--- src/rtl/matrix_result_display_pkg.sv ---
// Shared constants and helpers for the matrix result display: seven-segment codes,
// BCD converter states and the double-dabble step.
package matrix_disp_pkg;
    localparam int NUM_DIGITS = 4;

    localparam logic [6:0] SEG_0     = 7'h40;
    localparam logic [6:0] SEG_1     = 7'h79;
    localparam logic [6:0] SEG_2     = 7'h24;
    localparam logic [6:0] SEG_3     = 7'h30;
    localparam logic [6:0] SEG_4     = 7'h19;
    localparam logic [6:0] SEG_5     = 7'h12;
    localparam logic [6:0] SEG_6     = 7'h02;
    localparam logic [6:0] SEG_7     = 7'h78;
    localparam logic [6:0] SEG_8     = 7'h00;
    localparam logic [6:0] SEG_9     = 7'h10;
    localparam logic [6:0] SEG_BLANK = 7'h7F;

    typedef enum logic [1:0] {IDLE, SHIFT, DONE} bcd_state_t;

    // Digits above 9 cannot come out of the converter; blank them rather than show garbage.
    function automatic logic [6:0] seg_enc(input logic [3:0] d);
        case (d)
            4'd0:    return SEG_0;
            4'd1:    return SEG_1;
            4'd2:    return SEG_2;
            4'd3:    return SEG_3;
            4'd4:    return SEG_4;
            4'd5:    return SEG_5;
            4'd6:    return SEG_6;
            4'd7:    return SEG_7;
            4'd8:    return SEG_8;
            4'd9:    return SEG_9;
            default: return SEG_BLANK;
        endcase
    endfunction

    // One double-dabble iteration on {hundreds, tens, ones, binary}.
    function automatic logic [19:0] dd_step(input logic [19:0] s);
        logic [19:0] r;
        r = s;
        for (int k = 0; k < 3; k++) begin
            if (r[8+4*k +: 4] >= 4'd5) r[8+4*k +: 4] = r[8+4*k +: 4] + 4'd3;
        end
        return {r[18:0], 1'b0};
    endfunction
endpackage

--- src/rtl/matrix_result_display_if.sv ---
// Result words and display-side signals of the matrix result display.
interface matrix_result_display_if;
    logic [7:0] c00, c01, c10, c11;
    logic       auto_mode;
    logic [1:0] sel;
    logic [6:0] seg;
    logic       dp;
    logic [3:0] an;
    logic       busy;
    logic [1:0] idx;

    modport master (output c00, c01, c10, c11, auto_mode, sel,
                    input  seg, dp, an, busy, idx);
    modport slave  (input  c00, c01, c10, c11, auto_mode, sel,
                    output seg, dp, an, busy, idx);
endinterface

--- src/rtl/matrix_result_display_bcd.sv ---
// Sequential 8-bit binary to 3-digit BCD converter; bcd only changes once a conversion is complete.
module bin_to_bcd_seq
    import matrix_disp_pkg::*;
(
    input  logic        clk,
    input  logic        rst_n,
    input  logic        start,
    input  logic [7:0]  bin,
    output logic        busy,
    output logic        done,
    output logic [11:0] bcd
);
    bcd_state_t  state_q;
    logic [2:0]  cnt_q;
    logic [19:0] sh_q;
    logic        busy_q, done_q;
    logic [11:0] bcd_q;

    // done_q is high exactly while in DONE, so the caller can latch alongside bcd_q.
    always_ff @(posedge clk or negedge rst_n) begin
        if (!rst_n) begin
            state_q <= IDLE;
            cnt_q   <= '0;
            sh_q    <= '0;
            busy_q  <= 1'b0;
            done_q  <= 1'b0;
            bcd_q   <= '0;
        end else begin
            unique case (state_q)
                IDLE: if (start) begin
                    sh_q    <= {12'd0, bin};
                    cnt_q   <= '0;
                    busy_q  <= 1'b1;
                    state_q <= SHIFT;
                end
                SHIFT: begin
                    sh_q  <= dd_step(sh_q);
                    cnt_q <= cnt_q + 3'd1;
                    if (cnt_q == 3'd7) begin
                        done_q  <= 1'b1;
                        state_q <= DONE;
                    end
                end
                DONE: begin
                    bcd_q   <= sh_q[19:8];
                    busy_q  <= 1'b0;
                    done_q  <= 1'b0;
                    state_q <= IDLE;
                end
                default: state_q <= IDLE;
            endcase
        end
    end

    assign busy = busy_q;
    assign done = done_q;
    assign bcd  = bcd_q;
endmodule

--- src/rtl/matrix_result_display.sv ---
// Shows one 2x2 result word in decimal on a scanned 4-digit display: index, hundreds, tens, ones.
module matrix_result_display
    import matrix_disp_pkg::*;
#(
    parameter int REFRESH_DIV = 100_000,
    parameter int SCROLL_DIV  = 100_000_000
) (
    input  logic                    clk,
    input  logic                    rst_n,
    matrix_result_display_if.slave  bus
);
    localparam int RW = $clog2(REFRESH_DIV);
    localparam int SW = $clog2(SCROLL_DIV);
    localparam int PW = $clog2(NUM_DIGITS);

    logic [1:0]            idx_q;
    logic [SW-1:0]         scroll_q;
    logic [RW-1:0]         ref_q;
    logic [PW-1:0]         ptr_q, ptr_d;
    logic [NUM_DIGITS-1:0] an_q, an_d;
    logic [6:0]            seg_q, seg_d;
    logic                  dp_q, dp_d;
    logic [7:0]            mux, last_q, cap_q;
    logic                  pending_q, start, busy, done;
    logic [11:0]           bcd;

    always_ff @(posedge clk or negedge rst_n) begin
        if (!rst_n) begin
            idx_q    <= '0;
            scroll_q <= '0;
        end else if (!bus.auto_mode) begin
            idx_q    <= bus.sel;
            scroll_q <= '0;
        end else if (scroll_q == SW'(SCROLL_DIV - 1)) begin
            idx_q    <= idx_q + 2'd1;
            scroll_q <= '0;
        end else begin
            scroll_q <= scroll_q + 1'b1;
        end
    end

    always_comb begin
        case (idx_q)
            2'd0:    mux = bus.c00;
            2'd1:    mux = bus.c01;
            2'd2:    mux = bus.c10;
            default: mux = bus.c11;
        endcase
    end

    // A change seen while the converter is busy is picked up again once it is back in IDLE.
    assign start = pending_q || (mux != last_q);

    always_ff @(posedge clk or negedge rst_n) begin
        if (!rst_n) begin
            pending_q <= 1'b1;
            last_q    <= '0;
            cap_q     <= '0;
        end else begin
            if (start && !busy) cap_q <= mux;
            if (done) begin
                last_q    <= cap_q;
                pending_q <= 1'b0;
            end
        end
    end

    bin_to_bcd_seq u_bcd (
        .clk   (clk),
        .rst_n (rst_n),
        .start (start),
        .bin   (mux),
        .busy  (busy),
        .done  (done),
        .bcd   (bcd)
    );

    // Content for the digit about to be selected; loaded together with its anode.
    always_comb begin
        ptr_d = ptr_q + 1'b1;
        an_d  = ~(NUM_DIGITS'(1) << ptr_d);
        dp_d  = 1'b1;
        case (ptr_d)
            2'd0:    seg_d = seg_enc(bcd[3:0]);
            2'd1:    seg_d = (bcd[11:4] == 8'd0) ? SEG_BLANK : seg_enc(bcd[7:4]);
            2'd2:    seg_d = (bcd[11:8] == 4'd0) ? SEG_BLANK : seg_enc(bcd[11:8]);
            default: begin
                seg_d = seg_enc({2'b00, idx_q});
                dp_d  = 1'b0;
            end
        endcase
    end

    always_ff @(posedge clk or negedge rst_n) begin
        if (!rst_n) begin
            ref_q <= '0;
            ptr_q <= '0;
            an_q  <= '1;
            seg_q <= SEG_BLANK;
            dp_q  <= 1'b1;
        end else if (ref_q == RW'(REFRESH_DIV - 1)) begin
            ref_q <= '0;
            ptr_q <= ptr_d;
            an_q  <= an_d;
            seg_q <= seg_d;
            dp_q  <= dp_d;
        end else begin
            ref_q <= ref_q + 1'b1;
        end
    end

    assign bus.seg  = seg_q;
    assign bus.dp   = dp_q;
    assign bus.an   = an_q;
    assign bus.busy = busy;
    assign bus.idx  = idx_q;
endmodule

--- src/flat_wrapper.sv ---
// flat-port wrapper written by rule: the top's interface ports become plain ports
module matrix_result_display_flat import matrix_disp_pkg::*;
#(
    parameter int REFRESH_DIV = 100_000,
    parameter int SCROLL_DIV  = 100_000_000
)
  (clk, rst_n, bus_c00, bus_c01, bus_c10, bus_c11, bus_auto_mode, bus_sel, bus_seg, bus_dp, bus_an, bus_busy, bus_idx);
  matrix_result_display_if bus_i ();
  input  logic clk;
  input  logic rst_n;
  input wire logic [$bits(bus_i.c00)-1:0] bus_c00;
  input wire logic [$bits(bus_i.c01)-1:0] bus_c01;
  input wire logic [$bits(bus_i.c10)-1:0] bus_c10;
  input wire logic [$bits(bus_i.c11)-1:0] bus_c11;
  input wire logic [$bits(bus_i.auto_mode)-1:0] bus_auto_mode;
  input wire logic [$bits(bus_i.sel)-1:0] bus_sel;
  output wire logic [$bits(bus_i.seg)-1:0] bus_seg;
  output wire logic [$bits(bus_i.dp)-1:0] bus_dp;
  output wire logic [$bits(bus_i.an)-1:0] bus_an;
  output wire logic [$bits(bus_i.busy)-1:0] bus_busy;
  output wire logic [$bits(bus_i.idx)-1:0] bus_idx;
  assign bus_i.c00 = bus_c00;
  assign bus_i.c01 = bus_c01;
  assign bus_i.c10 = bus_c10;
  assign bus_i.c11 = bus_c11;
  assign bus_i.auto_mode = bus_auto_mode;
  assign bus_i.sel = bus_sel;
  assign bus_seg = bus_i.seg;
  assign bus_dp = bus_i.dp;
  assign bus_an = bus_i.an;
  assign bus_busy = bus_i.busy;
  assign bus_idx = bus_i.idx;
  matrix_result_display #(.REFRESH_DIV(REFRESH_DIV), .SCROLL_DIV(SCROLL_DIV)) u_core (.clk(clk), .rst_n(rst_n), .bus(bus_i));
endmodule
--- config.mk ---
export PLATFORM = sky130hd
export DESIGN_NAME = matrix_result_display_flat
export DESIGN_NICKNAME = d
export VERILOG_FILES = /design/src/rtl/matrix_result_display_pkg.sv /design/src/rtl/matrix_result_display_if.sv /design/src/rtl/matrix_result_display_bcd.sv /design/src/rtl/matrix_result_display.sv /design/src/flat_wrapper.sv
export SDC_FILE = /design/constraint.sdc
export NUM_CORES = 1
export LEC_CHECK = 0
export CORE_MARGIN = 2
export CORE_UTILIZATION = 40
export CTS_CLUSTER_DIAMETER = 150
export DETAILED_ROUTE_END_ITERATION = 16
export PLACE_DENSITY = 0.55
export REMOVE_ABC_BUFFERS = 1
export SYNTH_ARGS = -nofsm -noshare
export SYNTH_HDL_FRONTEND = slang
export SYNTH_SLANG_ARGS = --single-unit
--- constraint.sdc ---
create_clock -name clk -period 3.1 [get_ports clk]
set_clock_uncertainty 0.15 [all_clocks]
set_input_delay 0.31 -clock clk [delete_from_list [all_inputs] [get_ports clk]]
set_output_delay 0.31 -clock clk [all_outputs]
set_load 0.03 [all_outputs]
==> report_table.html, run 1 <==
<table>
<tr><th>Metric</th><th>Value</th></tr>
<tr><th colspan="2">Status</th></tr>
<tr><td>Outcome</td><td>completed</td></tr>
<tr><th colspan="2">Setup path</th></tr>
<tr><td>Crit-path max cell delay</td><td>360 ps</td></tr>
<tr><td>Critical Path Slowest Stage Cell</td><td>dfrtp_1</td></tr>
<tr><td>Required @ worst endpoint</td><td>3240 ps</td></tr>
<tr><td>Worst-path maximum fanout</td><td>10</td></tr>
<tr><td>Kind of capture point of the worst setup path</td><td>flip-flop</td></tr>
<tr><td>Crit start category</td><td>flip-flop</td></tr>
<tr><td>Ordered cell list for the critical path</td><td>inv_1, ha_2, a222oi_1, mux2i_1, xnor2_1, nand4_4, o31ai_4, buf_4, mux2_1</td></tr>
<tr><td>Path type of the worst setup path</td><td>flip-flop to flip-flop</td></tr>
<tr><td>Data arrival time of the critical path</td><td>3000 ps</td></tr>
<tr><th colspan="2">Floorplanning</th></tr>
<tr><td>Vertical die dimension</td><td>131 um</td></tr>
<tr><td>Die width</td><td>131 um</td></tr>
<tr><td>Effective utilization at floorplan</td><td>0.407</td></tr>
<tr><td>Area inside the core boundary</td><td>15800 um^2</td></tr>
<tr><td>Standard-cell rows</td><td>46</td></tr>
<tr><td>Die Area</td><td>17100 um^2</td></tr>
<tr><td>Boundary Pins</td><td>52</td></tr>
<tr><th colspan="2">Clock tree</th></tr>
<tr><td>Number of buffers inserted during clock tree synthesis</td><td>17</td></tr>
<tr><td>Total number of H-tree levels</td><td>4</td></tr>
<tr><td>Clock latency at the later pin of the worst-skew pair</td><td>420 ps</td></tr>
<tr><td>TritonCTS clock tree</td><td>built</td></tr>
<tr><td>Clk sinks</td><td>116</td></tr>
<tr><td>CTS Root Buffer Type</td><td>clkbuf_16</td></tr>
<tr><td>Clock slew seen by the registers of the worst setup and hold paths</td><td>50 ps</td></tr>
<tr><td>Buffers from clock root to sink, at most</td><td>2</td></tr>
<tr><th colspan="2">Cells and area</th></tr>
<tr><td>Ratio of cells with drive above 1 in the final layout</td><td>0.127</td></tr>
<tr><td>Nets</td><td>771</td></tr>
<tr><td>Most common cell after layout, fill and taps aside</td><td>dfrtp_1</td></tr>
<tr><td>P&amp;R area growth vs syn</td><td>21.3%</td></tr>
<tr><td>Fraction of the core area covered by cells at the end of the flow</td><td>0.494</td></tr>
<tr><td>Number of antenna diodes</td><td>0</td></tr>
<tr><td>Commonest non-fill, non-tap cells in the layout</td><td>103 x dfrtp_1, 64 x nor2_1, 55 x nand2_1</td></tr>
<tr><th colspan="2">Place</th></tr>
<tr><td>DPL Wire Length</td><td>10200 um</td></tr>
<tr><td>Number of buffer cells added on primary ports</td><td>51</td></tr>
<tr><td>Placer Congestion</td><td>0.848</td></tr>
<tr><th colspan="2">STA</th></tr>
<tr><td>Transition at the pin with the smallest max-transition slack</td><td>779 ps</td></tr>
<tr><td>Fmax</td><td>350 MHz</td></tr>
<tr><td>Final number of max-transition violations</td><td>0</td></tr>
<tr><td>Final number of hold-violating endpoints</td><td>0</td></tr>
<tr><td>Ratio of final minimum period to clock period</td><td>0.922</td></tr>
<tr><td>Worst-case hold slack</td><td>315 ps</td></tr>
<tr><td>RSZ-0062 raised after global routing</td><td>no</td></tr>
<tr><td># setup viols final</td><td>0</td></tr>
<tr><td>Final critical path time including I/O delays and setup</td><td>2860 ps</td></tr>
<tr><td>Tightest slew margin relative to the limit</td><td>0.480</td></tr>
<tr><td>Setup TNS after final layout</td><td>0 ps</td></tr>
<tr><th colspan="2">Logic synthesis</th></tr>
<tr><td>Total of flip-flops plus latches after synthesis</td><td>116</td></tr>
<tr><td>Ys async rst share</td><td>1.00</td></tr>
<tr><td>Summed instance area of the synthesized netlist</td><td>6440 um^2</td></tr>
<tr><td>Flip-flop cell with the highest count after synthesis</td><td>dfrtp_1</td></tr>
<tr><td>Count of cell types in the netlist</td><td>59</td></tr>
<tr><td>Post-synth EDFFs</td><td>0</td></tr>
<tr><td>Synth warn</td><td>0</td></tr>
<tr><td>Proportion of synthesized chip area in sequential cells</td><td>0.453</td></tr>
<tr><td>Number of instances in the synthesized netlist</td><td>636</td></tr>
<tr><td>Mean instance size in the synthesized netlist</td><td>10.1 um^2</td></tr>
<tr><th colspan="2">Route</th></tr>
<tr><td>Detailed Routing Iterations Pass 1</td><td>7</td></tr>
<tr><td>Overall via count from detail_route</td><td>4844</td></tr>
<tr><td>WL final</td><td>14300 um</td></tr>
<tr><td>Antenna Nets Post-Route</td><td>0</td></tr>
<tr><td>WL per Instance</td><td>15.4 um</td></tr>
<tr><td>Detailed-route vias per instance</td><td>5.24</td></tr>
<tr><td>Number of design rule violations left after detail routing</td><td>0</td></tr>
<tr><td>Iter 0 DRT Violations</td><td>359</td></tr>
<tr><th colspan="2">Global route</th></tr>
<tr><td>Wire length of the first global-routing pass</td><td>24100 um</td></tr>
<tr><td>Number of antenna violations at the first check in global routing</td><td>0</td></tr>
<tr><td>Maximum number of pins on one net before global-route repair</td><td>60</td></tr>
<tr><td>Number of global-route vias before repair</td><td>4876</td></tr>
<tr><td>All-Layer GR Usage</td><td>0.181</td></tr>
<tr><td>Remaining Overflow, GRT</td><td>0</td></tr>
<tr><th colspan="2">Power and ir drop</th></tr>
<tr><td>Areal power density over the cells</td><td>793 nW/um^2</td></tr>
<tr><td>Worst VDD drop</td><td>502 uV</td></tr>
<tr><td>Leakage power</td><td>3.40 nW</td></tr>
<tr><th colspan="2">Hold path</th></tr>
<tr><td>Worst Hold Class</td><td>flip-flop to flip-flop</td></tr>
<tr><th colspan="2">Flow run</th></tr>
<tr><td>Reported max-cap violation count</td><td>0</td></tr>
</table>
==> path summary, 6_finish.rpt <==
kind	from	end	slack, ps	cells past startpoint
setup / recovery	u_core.bus.idx[0]$_DFFE_PN0P_	u_core.cap_q[6]$_DFFE_PN0P_	240	9
hold / removal	u_core.bus.seg[4]$_DFFE_PN1N_	u_core.bus.seg[4]$_DFFE_PN1N_	310	2
setup reg to reg	u_core.bus.idx[0]$_DFFE_PN0P_	u_core.cap_q[6]$_DFFE_PN0P_	240	9
hold reg to reg	u_core.bus.seg[4]$_DFFE_PN1N_	u_core.bus.seg[4]$_DFFE_PN1N_	310	2
max in group asynchronous	rst_n	u_core.bus.an[3]$_DFFE_PN1N_	1590	3
min in group asynchronous	rst_n	u_core.ref_q[8]$_DFF_PN0_	350	2
==> where the power goes <==
group          internal, mW  switching [mW]  leakage, nW
combinational         0.967            1.05         1.63
clock                  1.28           0.681        0.284
sequential             1.83           0.391         1.48
==> Yosys cell counts, types with 2 or more instances <==
| cell | count | area share |
|---|---|---|
| a211oi_1 | 2 | 0.0023 |
| a21o_1 | 4 | 0.0047 |
| a21oi_1 | 17 | 0.013 |
| a222oi_1 | 10 | 0.016 |
| a22o_1 | 15 | 0.020 |
| a22oi_1 | 7 | 0.0082 |
| a311oi_1 | 2 | 0.0027 |
| and2_1 | 4 | 0.0039 |
| and3_1 | 7 | 0.0068 |
| and4_1 | 4 | 0.0054 |
| buf_2 | 5 | 0.0039 |
| buf_6 | 3 | 0.0052 |
| clkbuf_1 | 18 | 0.010 |
| dfrtp_1 | 103 | 0.40 |
| dfstp_2 | 13 | 0.053 |
| ha_1 | 38 | 0.074 |
| inv_1 | 38 | 0.022 |
| mux2_1 | 4 | 0.0070 |
| mux2_2 | 21 | 0.037 |
| mux2i_1 | 14 | 0.022 |
| nand2_1 | 55 | 0.032 |
| nand2b_1 | 11 | 0.011 |
| nand3_1 | 18 | 0.014 |
| nand4_1 | 9 | 0.0087 |
| nor2_1 | 64 | 0.037 |
| nor2b_1 | 5 | 0.0049 |
| nor3_1 | 5 | 0.0039 |
| nor3b_1 | 2 | 0.0023 |
| nor4_1 | 3 | 0.0029 |
| o211ai_1 | 2 | 0.0023 |
| o21ai_0 | 34 | 0.026 |
| o21ai_1 | 3 | 0.0023 |
| o21bai_1 | 2 | 0.0023 |
| o221ai_1 | 4 | 0.0054 |
| o311ai_0 | 4 | 0.0054 |
| o311ai_1 | 6 | 0.0082 |
| o31ai_1 | 4 | 0.0047 |
| or2_2 | 2 | 0.0019 |
| or3_1 | 2 | 0.0019 |
| xnor2_1 | 28 | 0.038 |
| xor2_1 | 26 | 0.035 |
==> cell type report <==
class | instances | area [um^2]
multi-input combinational | 455 | 3260
inverter | 38 | 143
timing repair buffer | 68 | 638
fill | 1437 | 8010
clock inverter | 10 | 134
sequential | 116 | 2920
tap | 216 | 270
clock buffer | 22 | 454
==> layer usage <==
layer,track usage,vias to the layer above,routed length [um]
met5,0,-,0
met4,0.0832,0,382
met3,0.0379,31,412
met2,0.288,90,6680
met1,0.238,2364,6790
li1,-,2359,-
==> state kept, by name (all words and copies together), names as in the netlist, 2 cells and up <==
signal / cells
u_core.u_bcd.bcd: 12
u_core.last_q: 8
u_core.u_bcd.cnt_q: 3
u_core.cap_q: 8
u_core.u_bcd.state_q: 2
u_core.ref_q: 17
u_core.bus.idx: 2
u_core.scroll_q: 27
u_core.ptr_q: 2
u_core.u_bcd.sh_q: 20
u_core.bus.seg: 7
u_core.bus.an: 4
==> worst max-delay path: cells and delay by family, from the launching register on <==
kind	cells	cell delay (ps)
flops	1	360
fa+ha+maj	1	280
buf+inv	2	280
simple gates	1	220
xor+xnor	1	270
compound gates	2	630
mux	2	530
==> through the flow <==
stage	worst slack [ps]	area (um^2)	instances	power, mW
2_1_floorplan	94.0	6310	609	3.62
3_3_place_gp	113	7190	890	4.15
3_5_place_dp	79.2	7190	890	4.23
4_1_cts	48.0	7790	923	6.22
5_1_grt	60.0	7820	925	6.64
6_report	243	7820	925	6.20
==> logic make-up after synthesis <==
logic type,Yosys count,share of synthesized area
AOI/OAI and AO/OA,126,0.142
xor gates and xnor gates,54,0.0734
adders and majority gates,38,0.0738
buffers and inverters,65,0.0429
DFF,116,0.453
muxes,39,0.0654
and+or+nand+nor,198,0.150
==> repair_timing <==
action,in CTS,in global routing
endpoints found under the hold margin,55,0
gates resized for setup,0,5
setup endpoints to repair,0,15
hold buffers,1,0
buffers inserted,0,2
(Power assumes the default switching activity.)
==> run 2: changes to the inputs <==
--- a/config.mk
+++ b/config.mk
@@ -6,10 +6,10 @@
 export NUM_CORES = 1
 export LEC_CHECK = 0
 export CORE_MARGIN = 2
-export CORE_UTILIZATION = 40
+export CORE_UTILIZATION = 30
 export CTS_CLUSTER_DIAMETER = 150
 export DETAILED_ROUTE_END_ITERATION = 16
-export PLACE_DENSITY = 0.55
+export PLACE_DENSITY = 0.44
 export REMOVE_ABC_BUFFERS = 1
 export SYNTH_ARGS = -nofsm -noshare
 export SYNTH_HDL_FRONTEND = slang
==> run 2 against run 1 <==
- critical path depth is the same
- final cell count grew 6.6%
- sequential share of layout area down 0.52 points
- hold slack got worse by 120 ps
- count of clock-buffer cells in the layout grew 2
- first-iteration DRC count is 21% lower
- die area increased by 32%
- total power decreased by 0.41%
- via count decreased by 0.35%
- flip-flop and latch count unchanged
- highest routed layer unchanged
==> report_table.html, run 2 (same netlist as run 1, synthesis figures left out) <==
<table>
<tr><th>Metric</th><th>Value</th></tr>
<tr><th colspan="2">Cells and area</th></tr>
<tr><td>Most common cell after layout, fill and taps aside</td><td>dfrtp_1</td></tr>
<tr><td>Number of antenna diodes</td><td>0 (unchanged)</td></tr>
<tr><td>Largest regs</td><td>u_core.scroll_q x27, u_core.u_bcd.sh_q x20, u_core.ref_q x17</td></tr>
<tr><td>Final design instance area without fill</td><td>7930 um^2 (+1.4%)</td></tr>
<tr><td>Fraction of the core area covered by cells at the end of the flow</td><td>0.377 (-0.117)</td></tr>
<tr><td>Commonest non-fill, non-tap cells in the layout</td><td>103 x dfrtp_1, 64 x nor2_1, 55 x nand2_1</td></tr>
<tr><td>Ratio of cells with drive above 1 in the final layout</td><td>0.135 (+0.00808)</td></tr>
<tr><td>Max reg flops</td><td>27 (unchanged)</td></tr>
<tr><td>Nets</td><td>773 (+0.26%)</td></tr>
<tr><td>P&amp;R area growth vs syn</td><td>23.1%</td></tr>
<tr><td>Register with the most flip-flops</td><td>u_core.scroll_q</td></tr>
<tr><th colspan="2">Clock tree</th></tr>
<tr><td>TritonCTS clock tree</td><td>built</td></tr>
<tr><td>Clock slew seen by the registers of the worst setup and hold paths</td><td>50 ps (about the same)</td></tr>
<tr><td>Buffers from clock root to sink, at most</td><td>2 (unchanged)</td></tr>
<tr><td>CTS Root Buffer Type</td><td>clkbuf_16</td></tr>
<tr><td>Total number of H-tree levels</td><td>4 (unchanged)</td></tr>
<tr><td>Clk sinks</td><td>116 (unchanged)</td></tr>
<tr><td>Number of buffers inserted during clock tree synthesis</td><td>17 (unchanged)</td></tr>
<tr><td>Clock latency at the later pin of the worst-skew pair</td><td>420 ps (about the same)</td></tr>
<tr><th colspan="2">Place</th></tr>
<tr><td>Number of buffer cells added on primary ports</td><td>51 (unchanged)</td></tr>
<tr><td>Area after DPL</td><td>7280 um^2 (+1.2%)</td></tr>
<tr><td>Placer Congestion</td><td>0.832 (-1.8%)</td></tr>
<tr><td>DPL Wire Length</td><td>10800 um (+6.3%)</td></tr>
<tr><th colspan="2">Global route</th></tr>
<tr><td>Number of antenna violations at the first check in global routing</td><td>0 (unchanged)</td></tr>
<tr><td>Global-route track usage on met1</td><td>0.195 (-0.0433)</td></tr>
<tr><td>Remaining Overflow, GRT</td><td>0 (unchanged)</td></tr>
<tr><td>Top Usage Layer GRT</td><td>met2</td></tr>
<tr><td>Maximum number of pins on one net before global-route repair</td><td>66 (+10%)</td></tr>
<tr><td>Grt met2 use</td><td>0.226 (-0.0613)</td></tr>
<tr><td>All-Layer GR Usage</td><td>0.144 (-0.0370)</td></tr>
<tr><td>Number of global-route vias before repair</td><td>4953 (+1.6%)</td></tr>
<tr><td>Met3 Track Usage GR</td><td>0.0273 (-0.0106)</td></tr>
<tr><td>Wire length of the first global-routing pass</td><td>25600 um (+6.1%)</td></tr>
<tr><th colspan="2">STA</th></tr>
<tr><td>Final number of max-transition violations</td><td>0 (unchanged)</td></tr>
<tr><td>Worst-case hold slack</td><td>193 ps (-122 ps)</td></tr>
<tr><td>Tightest slew margin relative to the limit</td><td>0.621 (+0.141)</td></tr>
<tr><td>Final number of hold-violating endpoints</td><td>0 (unchanged)</td></tr>
<tr><td>Transition at the pin with the smallest max-transition slack</td><td>564 ps (-216 ps)</td></tr>
<tr><td>Fmax</td><td>340 MHz (-2.7%)</td></tr>
<tr><td>Final critical path time including I/O delays and setup</td><td>2940 ps (+80.3 ps)</td></tr>
<tr><td>Ratio of final minimum period to clock period</td><td>0.948 (+0.0259)</td></tr>
<tr><td># setup viols final</td><td>0 (unchanged)</td></tr>
<tr><th colspan="2">Setup path</th></tr>
<tr><td>Path type of the worst setup path</td><td>flip-flop to flip-flop</td></tr>
<tr><td>Worst-path maximum fanout</td><td>10 (unchanged)</td></tr>
<tr><td>Kind of capture point of the worst setup path</td><td>flip-flop</td></tr>
<tr><td>Required @ worst endpoint</td><td>3250 ps (about the same)</td></tr>
<tr><td>Data arrival time of the critical path</td><td>3090 ps (+90 ps)</td></tr>
<tr><td>Crit start category</td><td>flip-flop</td></tr>
<tr><th colspan="2">Floorplanning</th></tr>
<tr><td>Boundary Pins</td><td>52 (unchanged)</td></tr>
<tr><td>Standard-cell rows</td><td>53 (+15%)</td></tr>
<tr><td>Die width</td><td>151 um (+15%)</td></tr>
<tr><td>Vertical die dimension</td><td>151 um (+15%)</td></tr>
<tr><td>Die Area</td><td>22700 um^2 (+32%)</td></tr>
<tr><td>Effective utilization at floorplan</td><td>0.306 (-0.101)</td></tr>
<tr><td>Area inside the core boundary</td><td>21000 um^2 (+33%)</td></tr>
<tr><th colspan="2">Hold path</th></tr>
<tr><td>Worst Hold Class</td><td>input port to asynchronous set/reset pin</td></tr>
<tr><th colspan="2">Power and ir drop</th></tr>
<tr><td>Leakage power</td><td>3.42 nW (+0.64%)</td></tr>
<tr><td>Worst VDD drop</td><td>314 uV (-37%)</td></tr>
<tr><td>Areal power density over the cells</td><td>779 nW/um^2 (-1.8%)</td></tr>
<tr><th colspan="2">Route</th></tr>
<tr><td>Overall via count from detail_route</td><td>4827 (-0.35%)</td></tr>
<tr><td>WL final</td><td>14900 um (+4.7%)</td></tr>
<tr><td>Detailed Routing Iterations Pass 1</td><td>5 (-2)</td></tr>
<tr><td>Number of design rule violations left after detail routing</td><td>0 (unchanged)</td></tr>
<tr><td>Detailed-route vias per instance</td><td>4.90 (-6.5%)</td></tr>
<tr><td>Antenna Nets Post-Route</td><td>0 (unchanged)</td></tr>
<tr><td>WL per Instance</td><td>15.2 um (-1.7%)</td></tr>
<tr><td>Iter 0 DRT Violations</td><td>282 (-21%)</td></tr>
<tr><th colspan="2">Status</th></tr>
<tr><td>Outcome</td><td>completed</td></tr>
<tr><th colspan="2">Flow run</th></tr>
<tr><td>Reported max-cap violation count</td><td>0 (unchanged)</td></tr>
</table>
run 2: layout make-up:
| type | count | area (um^2) |
|---|---|---|
| repair buffers | 70 | 669 |
| clock inverters | 8 | 72.6 |
| inverters | 38 | 143 |
| fillers | 2097 | 13100 |
| clock buffers | 24 | 512 |
| multi-input cells | 455 | 3270 |
| flip-flops and latches | 116 | 2920 |
| well taps | 275 | 344 |
run 2: critical path, stage by stage, from the launching register on:
cell and delay [ps]:
dfrtp_1 380, inv_1 110, ha_1 330, a222oi_1 360, mux2i_1 200, xnor2_1 260, nand4_4 230, o31ai_4 280
buf_4 190, mux2_2 330
run 2: final timing paths:
path                                          startpoint                               end  slack [ps]  cells after the start
setup / recovery           u_core.bus.idx[0]$_DFFE_PN0P_       u_core.cap_q[7]$_DFFE_PN0P_         160                      9
hold / removal                                     rst_n  u_core.u_bcd.sh_q[1]$_DFFE_PN0P_         190                      2
setup reg to reg           u_core.bus.idx[0]$_DFFE_PN0P_       u_core.cap_q[7]$_DFFE_PN0P_         160                      9
hold reg to reg            u_core.bus.seg[4]$_DFFE_PN1N_     u_core.bus.seg[4]$_DFFE_PN1N_         320                      2
max in group asynchronous                          rst_n     u_core.bus.seg[6]$_DFFE_PN1N_        1870                      3
min in group clk           u_core.bus.seg[4]$_DFFE_PN1N_     u_core.bus.seg[4]$_DFFE_PN1N_         320                      2
run 2: repair_timing:
item                                    4_1_cts  5_1_grt
endpoints found under the hold margin        23        0
buffers inserted                              0        4
endpoints found under the setup margin        0       32
hold buffers                                  1        0
gates resized for setup                       0        6
run 2: report_power, final:
| part | switching [mW] | leakage, nW | internal (mW) | total (mW) |
|---|---|---|---|---|
| registers | 0.390 | 1.48 | 1.83 | 2.22 |
| clock network | 0.693 | 0.284 | 1.22 | 1.92 |
| logic | 1.05 | 1.65 | 0.987 | 2.04 |
| total | 2.14 | 3.42 | 4.04 | 6.17 |
run 2: routing by layer:
| metal | wire length [um] | part of all wire |
|---|---|---|
| met5 | 0 | 0 |
| met2 | 6920 | 0.46 |
| met3 | 471 | 0.032 |
| met4 | 249 | 0.017 |
| met1 | 7300 | 0.49 |
run 2: metrics by stage:
stage | power, mW | std cells | TNS (ps) | worst slack (ps)
6_report | 6.17 | 986 | 0 | 163
5_1_grt | 6.63 | 986 | -0.775 | -0.775
4_1_cts | 6.20 | 982 | 0 | 30.4
3_5_place_dp | 4.25 | 949 | 0 | 29.7
3_3_place_gp | 4.20 | 949 | 0 | 108
2_1_floorplan | 3.62 | 609 | 0 | 94.0
